<file path="src/rtl/proc_status_reg_pkg.sv">
// Shared CPU status constants: P bit positions, flag_op encodings and the
// stored-flag payload used by the status register and the control decoder.
package proc_status_reg_pkg;

  localparam int unsigned DATA_W    = 8;
  localparam int unsigned FLAG_OP_W = 3;

  localparam int unsigned P_N = 7;
  localparam int unsigned P_V = 6;
  localparam int unsigned P_U = 5;
  localparam int unsigned P_B = 4;
  localparam int unsigned P_D = 3;
  localparam int unsigned P_I = 2;
  localparam int unsigned P_Z = 1;
  localparam int unsigned P_C = 0;

  typedef enum logic [FLAG_OP_W-1:0] {
    FOP_NOP = 3'd0,
    FOP_CLC = 3'd1,
    FOP_SEC = 3'd2,
    FOP_CLI = 3'd3,
    FOP_SEI = 3'd4,
    FOP_CLD = 3'd5,
    FOP_SED = 3'd6,
    FOP_CLV = 3'd7
  } flag_op_e;

  typedef struct packed {
    logic n;
    logic v;
    logic d;
    logic i;
    logic z;
    logic c;
  } flags_t;

  // Power-on state: only the IRQ mask is set.
  localparam flags_t FLAGS_RST = flags_t'(6'b000100);

  function automatic logic [DATA_W-1:0] pack_p(input flags_t f, input logic b);
    logic [DATA_W-1:0] p;
    p      = '0;
    p[P_N] = f.n;
    p[P_V] = f.v;
    p[P_U] = 1'b1;
    p[P_B] = b;
    p[P_D] = f.d;
    p[P_I] = f.i;
    p[P_Z] = f.z;
    p[P_C] = f.c;
    return p;
  endfunction

endpackage

</file>
<file path="src/rtl/proc_status_reg_nz_gen.sv">
// Combinational N/Z generator for a result byte; shared with the ALU for
// status previews.
module nz_gen
  import proc_status_reg_pkg::*;
(
  input  logic [DATA_W-1:0] value,
  output logic              n,
  output logic              z
);

  assign n = value[DATA_W-1];
  assign z = (value == DATA_W'(0));

endmodule

</file>
<file path="src/rtl/proc_status_reg.sv">
// Processor status register: six stored flags N,V,D,I,Z,C with prioritized
// per-flag updates and the assembled P byte for stack pushes.
module proc_status_reg
  import proc_status_reg_pkg::*;
(
  input  logic                 clk,
  input  logic                 rst,
  input  logic [DATA_W-1:0]    alu_result,
  input  logic                 alu_cout,
  input  logic                 alu_vout,
  input  logic                 upd_nz,
  input  logic                 upd_c,
  input  logic                 upd_v,
  input  logic                 bit_op,
  input  logic [DATA_W-1:0]    mem_in,
  input  logic                 load_p,
  input  logic [FLAG_OP_W-1:0] flag_op,
  input  logic                 int_entry,
  input  logic                 brk_push,
  output logic [DATA_W-1:0]    p_out,
  output logic                 c_flag,
  output logic                 z_flag,
  output logic                 n_flag,
  output logic                 v_flag,
  output logic                 d_flag,
  output logic                 i_flag
);

  flags_t   flags_q;
  flags_t   flags_d;
  flag_op_e op;
  logic     res_n;
  logic     res_z;
  logic     unused_mem;

  assign op = flag_op_e'(flag_op);
  // A pulled P carries B and the constant bit; neither is stored.
  assign unused_mem = ^mem_in[P_U:P_B];

  nz_gen u_nz_gen (
    .value (alu_result),
    .n     (res_n),
    .z     (res_z)
  );

  // Next state: later assignments override earlier ones, so lower-priority
  // sources come first.
  always_comb begin
    flags_d = flags_q;
    if (load_p) begin
      flags_d.n = mem_in[P_N];
      flags_d.v = mem_in[P_V];
      flags_d.d = mem_in[P_D];
      flags_d.i = mem_in[P_I];
      flags_d.z = mem_in[P_Z];
      flags_d.c = mem_in[P_C];
    end else begin
      if (upd_nz) begin
        flags_d.n = res_n;
        flags_d.z = res_z;
      end
      if (upd_c) flags_d.c = alu_cout;
      if (upd_v) flags_d.v = alu_vout;
      if (bit_op) begin
        flags_d.n = mem_in[P_N];
        flags_d.v = mem_in[P_V];
        flags_d.z = res_z;
      end
      case (op)
        FOP_CLC: flags_d.c = 1'b0;
        FOP_SEC: flags_d.c = 1'b1;
        FOP_CLI: flags_d.i = 1'b0;
        FOP_SEI: flags_d.i = 1'b1;
        FOP_CLD: flags_d.d = 1'b0;
        FOP_SED: flags_d.d = 1'b1;
        FOP_CLV: flags_d.v = 1'b0;
        default: ;
      endcase
      if (int_entry) flags_d.i = 1'b1;
    end
  end

  always_ff @(posedge clk or posedge rst) begin
    if (rst) flags_q <= FLAGS_RST;
    else     flags_q <= flags_d;
  end

  assign n_flag = flags_q.n;
  assign v_flag = flags_q.v;
  assign d_flag = flags_q.d;
  assign i_flag = flags_q.i;
  assign z_flag = flags_q.z;
  assign c_flag = flags_q.c;
  // brk_push is the only combinational path to an output.
  assign p_out  = pack_p(flags_q, brk_push);

endmodule

</file>
<file path="config.mk">
export PLATFORM = sky130hd
export DESIGN_NAME = proc_status_reg
export DESIGN_NICKNAME = d
export VERILOG_FILES = /design/src/rtl/proc_status_reg_pkg.sv /design/src/rtl/proc_status_reg_nz_gen.sv /design/src/rtl/proc_status_reg.sv
export SDC_FILE = /design/constraint.sdc
export NUM_CORES = 1
export LEC_CHECK = 0
export CORE_MARGIN = 2
export CORE_UTILIZATION = 26
export DETAILED_ROUTE_END_ITERATION = 8
export PLACE_DENSITY = 0.83
export SLEW_MARGIN = 40
export SYNTH_ARGS = -nofsm -noshare
export SYNTH_HDL_FRONTEND = slang
export SYNTH_SLANG_ARGS = --single-unit
</file>
<file path="constraint.sdc">
create_clock -name clk -period 0.9 [get_ports clk]
set_input_delay 0.225 -clock clk [delete_from_list [all_inputs] [get_ports clk]]
set_output_delay 0.225 -clock clk [all_outputs]
set_load 0.02 [all_outputs]
</file>
# After elaboration in Yosys (flattened, before gate mapping)
# Index checks and enable logic that the tools add are counted.
word_totals:
  mem_bits_rw: 0
  rom_bits: 0
  out_inout_bits: 14
  n_memories: 0
  elab_cells: 31
  regBits: 6
  input_bits: 30
  latch_bits: 0
op_classes:
  bitwise_logic: 0
  magnitude_cmp: 0
  div: 0
  eq_ne: 7
  shift: 0
  n_addsub: 0
  n_mux: 12
  reduce_logical: 6
  mul: 0
ops:
  columns: ["op", "n"]
  rows:
  - ["3-bit == test, second input constant", 4]
  - ["4-bit nonzero test", 3]
  - ["8-bit logical NOT", 1]
  - ["1-bit two-way mux", 7]
  - ["3-bit by 2-bit == test with 1-bit output, second input constant", 2]
  - ["6-bit two-way mux", 1]
  - ["1-bit one-hot mux with 2 select lines", 3]
  - ["3-bit nonzero test", 2]
  - ["3-bit by 1-bit == test with 1-bit output, second input constant", 1]
  - ["2-bit two-way mux", 1]

# Longest topological paths before layout
depth:
  depth_word: 4
  ltp_mapped: 4
  depth_no_buf: 3

# Modules after synthesis
# From an unflattened synthesis, not the netlist that was laid out.
hier_totals:
  cells_unflattened: 48
  hier_area_um2: 446.7
modules_own_cells:
  columns: ["mod", "cells_per_inst", "seq_area_each_um2", "instances", "area_each_um2"]
  rows:
  - ["proc_status_reg", 44, 151.4, 1, 420.4]
  - ["nz_gen", 4, 0.0, 1, 26.3]

# Worst setup path before layout
# No wires, ideal clock.
synth_path:
  path_kind: "register to register"
  from: "register, netlist name c_flag"
  to: "register flags_q, in the netlist c_flag"
  setup_time_ps: 122
  required_time_ps: 778
  path_buffers: 0
  synth_period_minus_slack_ps: 1070
  path_slack_ps: -170
  path_stages_with_launch: 4
  arrival_ps: 948
  cell_sequence: "dfrtp_1 -> mux2_4 -> a21oi_2 -> o31ai_2"
synth_lines:
  columns: ["item", "line", "source"]
  rows:
  - ["end signal: assignment", "proc_status_reg.sv:85", "else flags_q <= flags_d;"]
  - ["end: declaration", "proc_status_reg.sv:29", "flags_t flags_q;"]

# Worst setup path in the final report
layout_path:
  from: "register flags_q, in the netlist i_flag"
  to: "output i_flag"
layout_lines:
  columns: ["item", "line", "source"]
  rows:
  - ["end: declaration", "proc_status_reg.sv:26", "output logic i_flag"]
# No word-level cell between the ends.

==> implementation parameters <==
Parameter                              Value

Global routing
  Maximum number of pins on one net before global-route repair ... 8
  Number of antenna violations at the first check in global routing ... 0
  Wire length of the first global-routing pass ... 2210 um
  Via count of the first global-routing pass ... about 550
  Remaining global-route overflow ... 0
  Overall Global Routing Usage ... 0.150

Worst setup path
  Largest stage delay on the critical path ... around 550 ps
  Class of the most critical setup path ... flop to output port
  Crit-path leading delay family ... flip-flops
  Logic depth of the worst path, buffers included ... 1
  Reg-to-reg endpoint ... i_flag$_DFFE_PP1P_
  Number of cells on the worst reg-to-reg path ... 4
  CP bufs+invs ... 1
  Arrival time worst endpoint ... around 910 ps
  Peak fanout along the critical path ... 3
  Req. time, crit path ... roughly 670 ps
  Crit-path cells ... buf_6
  Setup slack, reg-to-reg ... -170 ps
  CP max-delay cell ... dfstp_2
  Sort of element at the start of the critical path ... flop
  Kind of end point of the critical path ... output port
  Reg2reg start ... i_flag$_DFFE_PP1P_

Clocking
  Deepest clock path buffer count ... 2
  CTS Root Buffer Type ... clkbuf_4
  H-tree level count ... 1
  Clock tree from TritonCTS ... built
  Clock buffer count from CTS ... 3
  TritonCTS sink count ... 6
  Count of hold-fix buffers inserted at cts ... 0
  Clk slew on worst S/H paths ... ~50 ps
  Clock insertion delay at the later pin of the skew report ... 240 ps

Cells and area
  Final-stage net count ... 121
  Final Non-Filler Cells ... roughly 110
  Antenna Cells ... 0
  Proportion of layout cells with a drive suffix above 1 ... 0.433
  Fill cell instance count of the final layout ... 147
  Area Growth Syn to Fin ... 102%

Placement
  Placed wire-length estimate after detailed placement ... ~1100 um
  Port Buf Inserts ... 38
  Routability Congestion ... 0.647
  Cell total after placement ... approximately 100
  Worst slack, placed ... -449 ps

Power and ir drop
  Combinational fraction of design power ... 0.430
  Net Sw Frac ... 0.306
  Power density over the cells ... ~1200 nW/um^2
  Relative contribution of the clock network to total power ... 0.258
  Design internal power ... 0.739 mW
  Power spent charging and discharging nets ... 0.326 mW
  Leakage component of the power ... between 0.4 and 0.5 nW
  Peak VDD IR ... just over 0.0007 V
  Flop pwr share ... 0.312

Route
  Average detailed-routed wire length per instance ... about 12 um
  Total vias in the final route ... roughly 470
  Final ANT Viol Nets ... 0
  DRC violations left ... 0
  Wire length after detailed routing ... around 1300 um
  First-pass iteration count of the detailed router ... 2
  Mean number of vias per cell ... approximately 4.4
  Starting DRT DRC Count ... 1

Logic synthesis
  Cell Area, Synth ... ~460 sq um
  Post-Syn Instances ... 49
  Number of synthesized register bits ... 6
  Warning count from the yosys run ... 0
  Share of the synthesized area in the top cell type ... 0.275
  Largest area contributor in the synthesized netlist ... dfrtp_1
  Post-synthesis mux area share ... 0.0989
  Synthesized Nets ... 79
  Simple-gate share of the synthesized area ... 0.201
  Distinct cells, synth ... 24
  Sequential area share after synthesis ... 0.332
  Arithmetic-cell share of the synthesized area counting full adders, half adders and majority gates ... 0
  Largest cells by area after synthesis ... dfrtp_1 (27%), buf_4 (13%), mux2i_1 (6.6%)
  Synthesized-area fraction occupied by ao, oa, aoi and oai cells ... 0.195
  Average footprint of a synthesized cell ... a little over 9 sq um
  Combinational family with the most area after synthesis ... simple AND/OR/NAND/NOR gates
  XOR/XNOR share of the synthesized area ... 0

Timing
  Worst hold-check slack ... about 190 ps
  Peak clock frequency supported by timing ... between 800 and 900 MHz
  Final Cycle Share ... 1.26
  Number of pins exceeding their max-slew limit in the final report ... 0
  Setup slack after layout ... -236 ps
  RSZ-0062 raised after global routing ... true
  Final critical delay including setup and external delays ... 1140 ps
  Final setup skew ... 0 ps
  Hold Vio Cnt, Final ... 0
  Number of setup violations in the final report ... 15

Floorplanning
  Core area ... 1690 sq um
  Area enclosed by the die boundary ... 2100 sq um
  Die Wd ... 45.9 um
  Number of standard-cell rows in the floorplan ... 15
  Die Height ... about 46 um
  Initial Utilization ... 0.270
  Top-level port count ... 44

Status
  Failing checks ... setup timing
  Run status ... finished, violations left

Min path
  Min-Delay Path Class ... primary input to asynchronous set/reset pin

Run
  Max-cap check violation count ... 0
synth_stat cells:
| cell type | n |
|---|---|
| dfrtp_1 | 5 |
| nand4b_1 | 1 |
| conb_1 | 1 |
| buf_6 | 1 |
| nor2_1 | 6 |
| nor4_2 | 1 |
| inv_1 | 1 |
| mux2i_1 | 3 |
| and2b_1 | 1 |
| dfstp_2 | 1 |
| mux2_4 | 1 |
| nor3_1 | 1 |
| o31ai_2 | 2 |
| a21oi_2 | 2 |
| o21ai_1 | 2 |
| nand2b_1 | 1 |
| nand3_1 | 1 |
| a21oi_1 | 3 |
| a21boi_0 | 2 |
| nor3_2 | 1 |
| nor4_1 | 1 |
| o22ai_1 | 1 |
| nand2_1 | 2 |
| buf_4 | 8 |
how the worst max path moves through the flow:
stage	endpoint	from	slack [ps]
after floorplan	c_flag$_DFFE_PP0P_	c_flag$_DFFE_PP0P_	-130
after CTS	i_flag	i_flag$_DFFE_PP1P_	-250
after global routing	p_out[2]	i_flag$_DFFE_PP1P_	-270
after global placement	i_flag	i_flag$_DFFE_PP1P_	-440
final	i_flag	i_flag$_DFFE_PP1P_	-240
after detailed placement	c_flag$_DFFE_PP0P_	upd_c	-450
flip-flops by register name, indices dropped and copies added, names as in the netlist:
signal / cells
v_flag: 1
d_flag: 1
i_flag: 1
c_flag: 1
n_flag: 1
z_flag: 1
through the flow:
stage / power [mW] / util / TNS (ps) / cell area, sq um
2_1_floorplan: 0.542 / - / -238 / 472
4_1_cts: 1.07 / 0.537 / -2300 / 907
3_3_place_gp: 0.748 / 0.499 / -5980 / 843
3_5_place_dp: 0.758 / 0.499 / -6220 / 843
5_1_grt: 1.14 / 0.545 / -2650 / 921
6_report: 1.07 / 0.545 / -2150 / 921
cells in the final DEF, fill, tap and decap left out:
cell type / n
a21boi_1: 1
a21boi_2: 1
a21oi_1: 2
a21oi_2: 3
and2b_1: 1
buf_4: 4
buf_6: 16
clkbuf_1: 1
clkbuf_4: 3
clkdlybuf4s50_1: 16
conb_1: 1
dfrtp_1: 2
dfrtp_2: 3
dfstp_2: 1
dlygate4sd2_1: 10
inv_1: 1
mux2_4: 1
mux2i_1: 3
nand2_1: 2
nand2b_1: 1
nand3_1: 1
nand4b_1: 1
nor2_1: 4
nor2_2: 2
nor3_1: 1
nor3_2: 1
nor4_2: 1
nor4_4: 1
o21ai_1: 2
o22ai_1: 1
o31ai_2: 2
area by class of cell:
| cell class | count | area, sq um | area share |
|---|---|---|---|
| flip-flops and latches | 6 | 155 | 0.168 |
| clock buffers | 4 | 26.3 | 0.0285 |
| repair buffers | 46 | 458 | 0.497 |
| multi-input cells | 33 | 256 | 0.279 |
| well taps | 17 | 21.3 | 0.0231 |
| inverters | 1 | 3.75 | 0.00408 |
timing repair:
item,in CTS,in global routing
setup buffers,2,0
pin swaps,6,3
gates resized for setup,85,5
endpoints found under the setup margin,18,16
kinds of logic (layout without fill, tap and decap cells):
logic type | count (synthesis) | after routing
DFF | 6 | 6
and+or+nand+nor | 16 | 16
other | 1 | 1
muxes | 4 | 4
AOI/OAI and AO/OA | 12 | 12
buffers and inverters | 10 | 51
metal layers:
metal | up-vias | GRT usage | part of all wire
met3 | 2 | 0.0397 | 0.068
li1 | 246 | - | -
met2 | 20 | 0.264 | 0.54
met1 | 201 | 0.162 | 0.37
met5 | - | 0 | 0
met4 | 0 | 0.0743 | 0.014
power groups by stage:
stage	combinational (mW)	clock (mW)	sequential (mW)
floorplan	0.182	0	0.359
global placement	0.425	0	0.323
detailed placement	0.433	0	0.325
CTS	0.451	0.286	0.330
global route	0.491	0.315	0.334
finish	0.458	0.275	0.332
Note: power is estimated with default switching activity, not from simulation.
